**src/rtl/dft_pkg.sv**
```systemverilog
// dft_pkg: widths shared across the DFT chain, peak-search FSM states and the
// accumulator-to-magnitude truncation shift.
package dft_pkg;
  localparam int DFT_ACCUM_WIDTH = 48;
  localparam int DFT_MAG_WIDTH = 24;
  localparam int DFT_POWER_WIDTH = 2 * DFT_MAG_WIDTH;
  typedef enum logic [1:0] {IDLE, SCAN, DRAIN, DONE} peak_state_e;
  function automatic int trunc_shift(int accum_width, int mag_width);
    return accum_width - mag_width;
  endfunction
endpackage

```
**src/rtl/dft_peak_search_if.sv**
```systemverilog
// dft_peak_search_if: accumulator snapshot inputs and per-bin/peak results of dft_peak_search.
interface dft_peak_search_if
  import dft_pkg::*;
#(
  parameter int ACCUM_WIDTH = DFT_ACCUM_WIDTH,
  parameter int NUM_BINS = 16,
  parameter int MAG_WIDTH = DFT_MAG_WIDTH,
  parameter int POWER_WIDTH = 2 * MAG_WIDTH,
  parameter int IDX_WIDTH = $clog2(NUM_BINS)
);
  logic valid_i;
  logic [NUM_BINS-1:0][ACCUM_WIDTH-1:0] A_real_i;
  logic [NUM_BINS-1:0][ACCUM_WIDTH-1:0] A_imag_i;
  logic [POWER_WIDTH-1:0] threshold_i;
  logic power_valid_o;
  logic [IDX_WIDTH-1:0] power_idx_o;
  logic [POWER_WIDTH-1:0] power_o;
  logic [IDX_WIDTH-1:0] peak_idx_o;
  logic [POWER_WIDTH-1:0] peak_power_o;
  logic peak_found_o;
  logic done_o;
  logic busy_o;
  logic overrun_o;
  modport master (
    output valid_i, A_real_i, A_imag_i, threshold_i,
    input power_valid_o, power_idx_o, power_o, peak_idx_o, peak_power_o,
    input peak_found_o, done_o, busy_o, overrun_o
  );
  modport slave (
    input valid_i, A_real_i, A_imag_i, threshold_i,
    output power_valid_o, power_idx_o, power_o, peak_idx_o, peak_power_o,
    output peak_found_o, done_o, busy_o, overrun_o
  );
endinterface

```
**src/rtl/dft_power_calc.sv**
```systemverilog
// dft_power_calc: truncate -> square -> sum pipeline producing |A|^2 per bin,
// with the bin index carried alongside.
module dft_power_calc
  import dft_pkg::*;
#(
  parameter int ACCUM_WIDTH = DFT_ACCUM_WIDTH,
  parameter int MAG_WIDTH = DFT_MAG_WIDTH,
  parameter int POWER_WIDTH = 2 * MAG_WIDTH,
  parameter int IDX_WIDTH = 4
) (
  input  logic clk_i,
  input  logic rst_i,
  input  logic valid_i,
  input  logic [IDX_WIDTH-1:0] idx_i,
  input  logic [ACCUM_WIDTH-1:0] re_i,
  input  logic [ACCUM_WIDTH-1:0] im_i,
  output logic valid_o,
  output logic [IDX_WIDTH-1:0] idx_o,
  output logic [POWER_WIDTH-1:0] power_o
);
  localparam int SHIFT = trunc_shift(ACCUM_WIDTH, MAG_WIDTH);
  logic [MAG_WIDTH-1:0] re_t_q, im_t_q;
  logic signed [2*MAG_WIDTH-2:0] re_x, im_x;
  logic [2*MAG_WIDTH-2:0] re_sq_q, im_sq_q;
  logic v1_q, v2_q;
  logic [IDX_WIDTH-1:0] idx1_q, idx2_q;
  // Slicing above SHIFT is the arithmetic shift with only the low MAG_WIDTH bits kept.
  assign re_x = {{(MAG_WIDTH-1){re_t_q[MAG_WIDTH-1]}}, re_t_q};
  assign im_x = {{(MAG_WIDTH-1){im_t_q[MAG_WIDTH-1]}}, im_t_q};
  assign valid_o = v2_q;
  assign idx_o = idx2_q;
  assign power_o = POWER_WIDTH'(re_sq_q) + POWER_WIDTH'(im_sq_q);
  always_ff @(posedge clk_i) begin
    if (rst_i) begin
      re_t_q <= '0;
      im_t_q <= '0;
      re_sq_q <= '0;
      im_sq_q <= '0;
      v1_q <= 1'b0;
      v2_q <= 1'b0;
      idx1_q <= '0;
      idx2_q <= '0;
    end else begin
      re_t_q <= re_i[SHIFT +: MAG_WIDTH];
      im_t_q <= im_i[SHIFT +: MAG_WIDTH];
      v1_q <= valid_i;
      idx1_q <= idx_i;
      re_sq_q <= re_x * re_x;
      im_sq_q <= im_x * im_x;
      v2_q <= v1_q;
      idx2_q <= idx1_q;
    end
  end
endmodule

```
**src/rtl/dft_peak_search.sv**
```systemverilog
// dft_peak_search: snapshots NUM_BINS DFT accumulators, streams per-bin power and
// reports the strongest bin; DFT_PEAK_THRESHOLD_EN adds a minimum-power qualifier.
module dft_peak_search
  import dft_pkg::*;
#(
  parameter int ACCUM_WIDTH = DFT_ACCUM_WIDTH,
  parameter int NUM_BINS = 16,
  parameter int MAG_WIDTH = DFT_MAG_WIDTH,
  parameter int POWER_WIDTH = 2 * MAG_WIDTH,
  parameter int IDX_WIDTH = $clog2(NUM_BINS)
) (
  input logic clk_i,
  input logic rst_i,
  dft_peak_search_if.slave bus
);
  peak_state_e state_q, state_d;
  logic [NUM_BINS-1:0][ACCUM_WIDTH-1:0] snap_re_q, snap_im_q;
  logic [IDX_WIDTH-1:0] cnt_q, max_idx_q, peak_idx_q, pw_idx, new_idx;
  logic [POWER_WIDTH-1:0] max_pow_q, peak_pow_q, pw_pow, new_pow;
  logic pw_valid, overrun_q, accept, last_issue, last_power, take;
  assign accept = state_q == IDLE && bus.valid_i;
  assign last_issue = cnt_q == IDX_WIDTH'(NUM_BINS - 1);
  assign last_power = pw_valid && pw_idx == IDX_WIDTH'(NUM_BINS - 1);
  // Bin 0 seeds the max; strict compare keeps the lowest index on ties.
  assign take = pw_idx == '0 || pw_pow > max_pow_q;
  assign new_idx = take ? pw_idx : max_idx_q;
  assign new_pow = take ? pw_pow : max_pow_q;
  always_comb begin
    state_d = state_q;
    unique case (state_q)
      IDLE: state_d = bus.valid_i ? SCAN : IDLE;
      SCAN: state_d = last_issue ? DRAIN : SCAN;
      DRAIN: state_d = last_power ? DONE : DRAIN;
      default: state_d = IDLE;
    endcase
  end
  dft_power_calc #(
    .ACCUM_WIDTH(ACCUM_WIDTH),
    .MAG_WIDTH(MAG_WIDTH),
    .POWER_WIDTH(POWER_WIDTH),
    .IDX_WIDTH(IDX_WIDTH)
  ) u_power (
    .clk_i(clk_i),
    .rst_i(rst_i),
    .valid_i(state_q == SCAN),
    .idx_i(cnt_q),
    .re_i(snap_re_q[cnt_q]),
    .im_i(snap_im_q[cnt_q]),
    .valid_o(pw_valid),
    .idx_o(pw_idx),
    .power_o(pw_pow)
  );
  always_ff @(posedge clk_i) begin
    if (rst_i) begin
      state_q <= IDLE;
      snap_re_q <= '0;
      snap_im_q <= '0;
      cnt_q <= '0;
      max_idx_q <= '0;
      max_pow_q <= '0;
      peak_idx_q <= '0;
      peak_pow_q <= '0;
      overrun_q <= 1'b0;
    end else begin
      state_q <= state_d;
      overrun_q <= bus.valid_i && state_q != IDLE;
      if (accept) begin
        snap_re_q <= bus.A_real_i;
        snap_im_q <= bus.A_imag_i;
        cnt_q <= '0;
        max_idx_q <= '0;
        max_pow_q <= '0;
      end
      if (state_q == SCAN) cnt_q <= cnt_q + 1'b1;
      if (pw_valid) begin
        max_idx_q <= new_idx;
        max_pow_q <= new_pow;
      end
      // Publish on the last bin so the result is visible in the done cycle and held after.
      if (last_power) begin
        peak_idx_q <= new_idx;
        peak_pow_q <= new_pow;
      end
    end
  end
  assign bus.power_valid_o = pw_valid;
  assign bus.power_idx_o = pw_idx;
  assign bus.power_o = pw_pow;
  assign bus.peak_idx_o = peak_idx_q;
  assign bus.peak_power_o = peak_pow_q;
  assign bus.done_o = state_q == DONE;
  assign bus.busy_o = state_q != IDLE;
  assign bus.overrun_o = overrun_q;
`ifdef DFT_PEAK_THRESHOLD_EN
  assign bus.peak_found_o = state_q == DONE && peak_pow_q >= bus.threshold_i;
`else
  assign bus.peak_found_o = state_q == DONE;
`endif
endmodule

```
**src/flat_wrapper.sv**
```systemverilog
// flat-port wrapper written by rule: the top's interface ports become plain ports
module dft_peak_search_flat import dft_pkg::*;
#(
  parameter int ACCUM_WIDTH = DFT_ACCUM_WIDTH,
  parameter int NUM_BINS = 16,
  parameter int MAG_WIDTH = DFT_MAG_WIDTH,
  parameter int POWER_WIDTH = 2 * MAG_WIDTH,
  parameter int IDX_WIDTH = $clog2(NUM_BINS)
)
  (clk_i, rst_i, bus_valid_i, bus_A_real_i, bus_A_imag_i, bus_threshold_i, bus_power_valid_o, bus_power_idx_o, bus_power_o, bus_peak_idx_o, bus_peak_power_o, bus_peak_found_o, bus_done_o, bus_busy_o, bus_overrun_o);
  dft_peak_search_if #(.ACCUM_WIDTH(ACCUM_WIDTH), .NUM_BINS(NUM_BINS), .MAG_WIDTH(MAG_WIDTH), .POWER_WIDTH(POWER_WIDTH), .IDX_WIDTH(IDX_WIDTH)) bus_i ();
  input logic clk_i;
  input logic rst_i;
  input wire logic [$bits(bus_i.valid_i)-1:0] bus_valid_i;
  input wire logic [$bits(bus_i.A_real_i)-1:0] bus_A_real_i;
  input wire logic [$bits(bus_i.A_imag_i)-1:0] bus_A_imag_i;
  input wire logic [$bits(bus_i.threshold_i)-1:0] bus_threshold_i;
  output wire logic [$bits(bus_i.power_valid_o)-1:0] bus_power_valid_o;
  output wire logic [$bits(bus_i.power_idx_o)-1:0] bus_power_idx_o;
  output wire logic [$bits(bus_i.power_o)-1:0] bus_power_o;
  output wire logic [$bits(bus_i.peak_idx_o)-1:0] bus_peak_idx_o;
  output wire logic [$bits(bus_i.peak_power_o)-1:0] bus_peak_power_o;
  output wire logic [$bits(bus_i.peak_found_o)-1:0] bus_peak_found_o;
  output wire logic [$bits(bus_i.done_o)-1:0] bus_done_o;
  output wire logic [$bits(bus_i.busy_o)-1:0] bus_busy_o;
  output wire logic [$bits(bus_i.overrun_o)-1:0] bus_overrun_o;
  assign bus_i.valid_i = bus_valid_i;
  assign bus_i.A_real_i = bus_A_real_i;
  assign bus_i.A_imag_i = bus_A_imag_i;
  assign bus_i.threshold_i = bus_threshold_i;
  assign bus_power_valid_o = bus_i.power_valid_o;
  assign bus_power_idx_o = bus_i.power_idx_o;
  assign bus_power_o = bus_i.power_o;
  assign bus_peak_idx_o = bus_i.peak_idx_o;
  assign bus_peak_power_o = bus_i.peak_power_o;
  assign bus_peak_found_o = bus_i.peak_found_o;
  assign bus_done_o = bus_i.done_o;
  assign bus_busy_o = bus_i.busy_o;
  assign bus_overrun_o = bus_i.overrun_o;
  dft_peak_search #(.ACCUM_WIDTH(ACCUM_WIDTH), .NUM_BINS(NUM_BINS), .MAG_WIDTH(MAG_WIDTH), .POWER_WIDTH(POWER_WIDTH), .IDX_WIDTH(IDX_WIDTH)) u_core (.clk_i(clk_i), .rst_i(rst_i), .bus(bus_i));
endmodule
```
**config.mk**
```make
export PLATFORM = sky130hd
export DESIGN_NAME = dft_peak_search_flat
export DESIGN_NICKNAME = d
export VERILOG_FILES = /design/src/rtl/dft_pkg.sv /design/src/rtl/dft_peak_search_if.sv /design/src/rtl/dft_power_calc.sv /design/src/rtl/dft_peak_search.sv /design/src/flat_wrapper.sv
export SDC_FILE = /design/constraint.sdc
export NUM_CORES = 2
export LEC_CHECK = 0
export BUFFER_PORTS_ARGS = -buffer_cell sky130_fd_sc_hd__buf_4
export CORE_AREA = 3 3 659 661
export CTS_CLUSTER_DIAMETER = 150
export DETAILED_ROUTE_END_ITERATION = 6
export DIE_AREA = 0 0 662 664
export GPL_ROUTABILITY_DRIVEN = 0
export SLEW_MARGIN = 10
export SYNTH_ARGS = -nofsm -noshare
export SYNTH_HDL_FRONTEND = slang
export SYNTH_SLANG_ARGS = --single-unit
```
**constraint.sdc**
```tcl
create_clock -name clk_i -period 7.8 [get_ports clk_i]
set_input_delay 0.78 -clock clk_i [delete_from_list [all_inputs] [get_ports clk_i]]
set_output_delay 0.78 -clock clk_i [all_outputs]
set_load 0.005 [all_outputs]
```
* Word level (Yosys, flattened, before mapping)
Cells that the tools add are included.
Operators by class: add/subtract/negate cells 2, $mul 2, div/mod/pow operators 0, $lt $le $gt $ge 2, eq/ne operators 5, shifts and indexed selects 0, mux-type cells 15, bitwise logic cells 0, reduce and logical (&&, ||, !) cells 9
Operator list (count):
- binary-select mux 48 bit (select 4 bit) | 2
- two-way mux 48 bit | 5
- multiplier 24 x 24 -> 47 bit | 2
- adder 47 x 47 -> 48 bit | 1
- greater-than comparator 48 bit | 1
- two-way mux 4 bit | 4
- == test 4 bit, second input constant | 2
- one-hot mux 2 bit (3 select lines) | 1
- nonzero test 2 bit | 3
- < comparator 4 x 5 -> 1 bit, second input constant | 1
- adder 4 x 1 -> 4 bit, second input constant | 1
- == test 2 bit, second input constant | 2
- logical NOT 4 bit | 1
- logical AND 1 bit | 3
- == test 2 x 1 -> 1 bit, second input constant | 1
- logical NOT 2 bit | 1
- two-way mux 1 bit | 2
- two-way mux 2 bit | 1
- logical OR 1 bit | 1
Storage, ports and cells: register bits 1799, latch bits 0, bits in writable memories 0, memory bits (read-only) 0, input port bits 1587, output and inout port bits 109, logic and storage cells 82, memories kept 0

* Longest topological paths before layout
word-level depth 5, gate-level depth with buffers 30

* By module
Synthesis repeated with hierarchy kept, for this count alone.
Second synthesis, totals: cells, all modules 12561, area total of the unflattened synthesis 112515.4 µm²
Modules (own cells, without submodules):
- dft_peak_search | instances 1, cells each 7941, area an instance 68971.1 µm²
- dft_power_calc | instances 1, cells each 4620, area an instance 43544.3 µm²

* Worst setup path before layout
OpenSTA, ideal clock, no wires.
path type reg2reg, start reg u_core.u_power.re_t_q[20], end reg u_core.u_power.re_sq_q[44], library setup time 0.128 ns, arrival 6.944 ns, data required time 7.672 ns, slack 0.729 ns, stages on the path, launching flop included 28, buffers on the path 2, period minus slack after synthesis 7.071 ns, path through dfxtp_1 -> clkbuf_1 -> clkbuf_1 -> nand2_1 -> fa_1 -> fa_1 -> inv_1 -> fa_1 -> inv_1 -> fa_1 -> inv_1 -> fa_1 -> fa_1 -> inv_1 -> fa_1 -> inv_1 -> ha_1 -> a21o_1 -> o21a_1 -> a311oi_1 -> o31ai_2 -> a21oi_2 -> o211ai_2 -> a41oi_2 -> o21ai_0 -> a31oi_1 -> xnor2_1 -> nor2_1
Between the ends: longest elaborated chain between the ends 1
Ends and longest elaborated chain:
- start, declared | RTL line dft_power_calc.sv:22 | logic [MAG_WIDTH-1:0] re_t_q, im_t_q;
- start signal, assigned | RTL line dft_power_calc.sv:44 | re_t_q <= re_i[SHIFT +: MAG_WIDTH];
- multiplier 24 x 24 -> 47 bit | RTL line dft_power_calc.sv:48 | re_sq_q <= re_x * re_x;
- end signal, assigned | RTL line dft_power_calc.sv:48
- end, declared | RTL line dft_power_calc.sv:24 | logic [2*MAG_WIDTH-2:0] re_sq_q, im_sq_q;
No other way between the ends. A chain may end at the register's enable or synchronous reset.

* Worst setup path in the final report
start reg u_core.u_power.re_t_q[3], end reg u_core.u_power.re_sq_q[44]
Same word-level chain as after synthesis.

==> out/qor.csv <==
stage;metric;value;unit
worst_setup_path;reg2reg_depth;26;
detailed_routing;drtIter0Drc;4571;
synthesis;synth_edf_count;0;
synthesis;yosys_warnings;0;
synthesis;netlist.area_leader.share;27.3;%
clock_network;postCtsSetupRepairBufs;0;
placement;place_area;0.0961;mm^2
sta;hold_ws;0.152;ns
clock_network;clk_latency;0.87;ns
finish;stdcell_area;0.101;mm^2
worst_setup_path;cp_common_cell;fa_1;
synthesis;yosys_register_bits;1029;
worst_setup_path;cp-endpoint;u_core.u_power.re_sq_q[44];
grt;use_met3;3.59;%
worst_setup_path;crit_type;reg2reg;
worst_setup_path;crit_cells;26;
outcome;status;finished, final reports clean;
synthesis;synth_top_cells_by_count;nand2_1 (2041), inv_1 (1424), fa_1 (1096), dfxtp_1 (1029), a21oi_1 (956);
floorplanning;io_pins;1696;
sta;skew;0.107;ns
sta;maxSlewViolCount;0;
worst_setup_path;crit_slowest_cell;dfxtp_1;
worst_setup_path;r2r_setup_slack;0.31;ns
detailed_routing;first_pass_iters;5;
clock_network;cts_hold_buf;0;
grt;grt_use_total;15.2;%
floorplanning;dieArea;0.440;mm^2
detailed_routing;drt_drc_violations_left;0;
detailed_routing;antenna_left;0;
grt;overflow;0;
grt;antenna_found_initial;144;
worst_setup_path;path_max_fanout;14;
synthesis;ys_types;75;
synthesis;ys.flop_type;dfxtp_1;
grt;grt_pass1_wl;480000;um
sta;final-hold-violation-count;0;
synthesis;synth_cells;8938;
placement;place_inst;15500;
finish;regArea;0.0206;mm^2
finish;fillCellCount;47000;
worst_hold_path;hold_path.class;in2reg;
worst_setup_path;r2r-start;u_core.u_power.re_t_q[3];
worst_setup_path;slowest_delay;0.67;ns
worst_setup_path;path_buf_inv;7;
worst_setup_path;crit_family;adder cells;
grt;grtUsageMet2;24.3;%
sta;tightestPinTransition;1.36;ns
worst_setup_path;crit_path_end_kind;flop;
synthesis;synth.most_common_cell;nand2_1;
worst_setup_path;cp.required;8.42;ns
clock_network;clock_path_buffers;4;
detailed_routing;drt-vias-per-instance;4.12;
floorplanning;num_rows;241;
synthesis;avgSynthCellArea;9.00;um^2
finish;drive_gt1_share;18.1;%
worst_setup_path;start_kind;flop;
worst_setup_path;reg2reg_to;u_core.u_power.re_sq_q[44];
pwr;finalPower;15.6;mW
clock_network;cts_tree;yes;
sta;slew_headroom;9.01;%
synthesis;synth_top_area_cell;fa_1;
worst_setup_path;startpoint;u_core.u_power.re_t_q[3];
sta;min_period;7.49;ns
job;cap_violations;0;
finish;multi_input_area;0.0527;mm^2
detailed_routing;finalWirelength;339000;um
floorplanning;die_y;664;um
synthesis;synth_fp_nets;12000;
pwr;p_leak;45.4;nW
grt;top_usage_layer;met2;
synthesis;netlist_area;0.0805;mm^2
clock_network;cts.clk_slew.worst_paths;0.06;ns
finish;stdcell_count;15800;
grt;grt_max_degree;217;
clock_network;cts_num_sinks;1029;
sta;clock.fmax;133;MHz
placement;port_buffers;879;
pwr;peakVddDrop;0.167;mV
finish;area_growth;25.3;%
detailed_routing;num_vias;65000;
synthesis;synth-async-reset-ratio;0;%
finish;nets;13000;
sta;timing.setup.tns;0;ns
floorplanning;core_area;0.430;mm^2
floorplanning;die_w;662;um
sta;period_share;96.1;%
grt;grtUsageMet1;18.5;%
clock_network;root_buffer;clkbuf_16;
detailed_routing;wl_per_cell;21.5;um
sta;setup_viol;0;
pwr;power.density;155;mW/mm^2
clock_network;htree_levels;4;
clock_network;cts_buffers;136;
floorplanning;initial_core_util;18.7;%
grt;grt_pass1_vias;66500;
placement;hpwl;282000;um
sta;rsz0062_at_grt;true;
synthesis;ys_seq_area_share;25.6;%
synthesis;synthTopCellsByArea;fa_1 (27%), dfxtp_1 (26%), nand2_1 (9.5%);
worst_setup_path;crit_arrival;8.11;ns
## final cells by class
type / instances / share of cell area [%]
Multi-Input combinational cell: 5994 / 52.3
Sequential cell: 1029 / 20.5
Timing Repair Buffer: 1302 / 10.2
Tap cell: 5710 / 7.08
Inverter: 1424 / 5.30
Clock buffer: 189 / 3.87
Clock inverter: 47 / 0.566
Antenna cell: 108 / 0.268
## stage by stage
stage,setup slack [ns],util (%)
finish,0.308,23.5
CTS,0.0822,23.4
floorplan,0.729,-
detailed placement,0.146,22.4
global placement,0.226,22.4
global route,-0.0268,23.4
## layer usage
layer | vias up | share of wire, %
li1 | 30100 | -
met3 | 591 | 7.0
met1 | 32200 | 40
met4 | 26 | 6.9
met5 | - | 0.054
met2 | 2203 | 46
## placed cells by master, fill, tap and decap left out, types with 9 or more instances in the layout
master / netlist / layout
clkbuf_1: 433 / 28
o21ai_0: 81 / 80
nor2_1: 266 / 265
diode_2: 0 / 108
clkinv_2: 0 / 13
nand2b_1: 27 / 26
nor3_1: 33 / 33
clkbuf_16: 0 / 140
clkbuf_8: 0 / 21
nand3_1: 64 / 64
buf_12: 0 / 39
clkinvlp_4: 0 / 10
a21oi_1: 956 / 956
xnor2_1: 107 / 107
a31oi_1: 13 / 13
nor2b_1: 106 / 106
and3_1: 10 / 10
xor2_1: 54 / 54
nand4_1: 30 / 30
mux4_2: 240 / 240
o21a_1: 14 / 14
dfxtp_1: 1029 / 1016
inv_1: 1424 / 1424
a311oi_1: 27 / 25
and2_1: 203 / 201
a211oi_1: 33 / 33
buf_4: 1 / 1262
fa_1: 1096 / 1096
o21bai_1: 22 / 22
ha_1: 380 / 380
nand2_1: 2041 / 2039
a21o_1: 80 / 80
dfxtp_2: 0 / 9
## logic make-up after synthesis
logic type,after synthesis,synth area share (%)
AO/OA/AOI/OAI,1298,9.09
AND/OR/NAND/NOR,2810,14.6
adder cells (fa/ha/maj),1476,33.2
XOR/XNOR,162,1.77
buffers and inverters,1915,8.97
flip-flops,1029,25.6
multiplexers,248,6.82
## state kept, by name (all words and copies together), names as in the netlist, 24 cells and up
register                 cells
u_core.snap_im_q           384
u_core.snap_re_q           384
u_core.u_power.im_sq_q      46
u_core.u_power.im_t_q       24
u_core.max_pow_q            48
u_core.u_power.re_sq_q      46
u_core.bus.peak_power_o     48
u_core.u_power.re_t_q       24
## worst min-delay path, delay by kind of cell
kind	cells	cell delay, ns
buffers and inverters	1	0.11
AND/OR/NAND/NOR	1	0.05
AO/OA/AOI/OAI	1	0.05
## worst min-delay path by stage
stage                                   startpoint                       to  slack (ns)  cells after the start
after floorplan           u_core.u_power.idx1_q[0]  u_core.u_power.idx_o[0]        0.41                      1
after global placement    u_core.u_power.idx1_q[2]  u_core.u_power.idx_o[2]        0.42                      1
after detailed placement  u_core.u_power.idx1_q[0]  u_core.u_power.idx_o[0]        0.42                      1
after CTS                        bus_A_imag_i[172]    u_core.snap_im_q[172]        0.07                      3
after global routing             bus_A_real_i[315]    u_core.snap_re_q[315]        0.12                      3
final                            bus_A_real_i[315]    u_core.snap_re_q[315]        0.15                      3
## report_power, final
group / internal (mW) / leakage [nW] / switching [mW]
logic: 1.37 / 34.8 / 2.03
registers: 5.57 / 8.43 / 0.253
clock network: 3.75 / 2.16 / 2.66
## what timing repair did
item | 4_1_cts | 5_1_grt
endpoints found under the hold margin | 0 | 0
gates resized for setup | 0 | 14
setup endpoints to repair | 0 | 14
(Power assumes the default switching activity.)
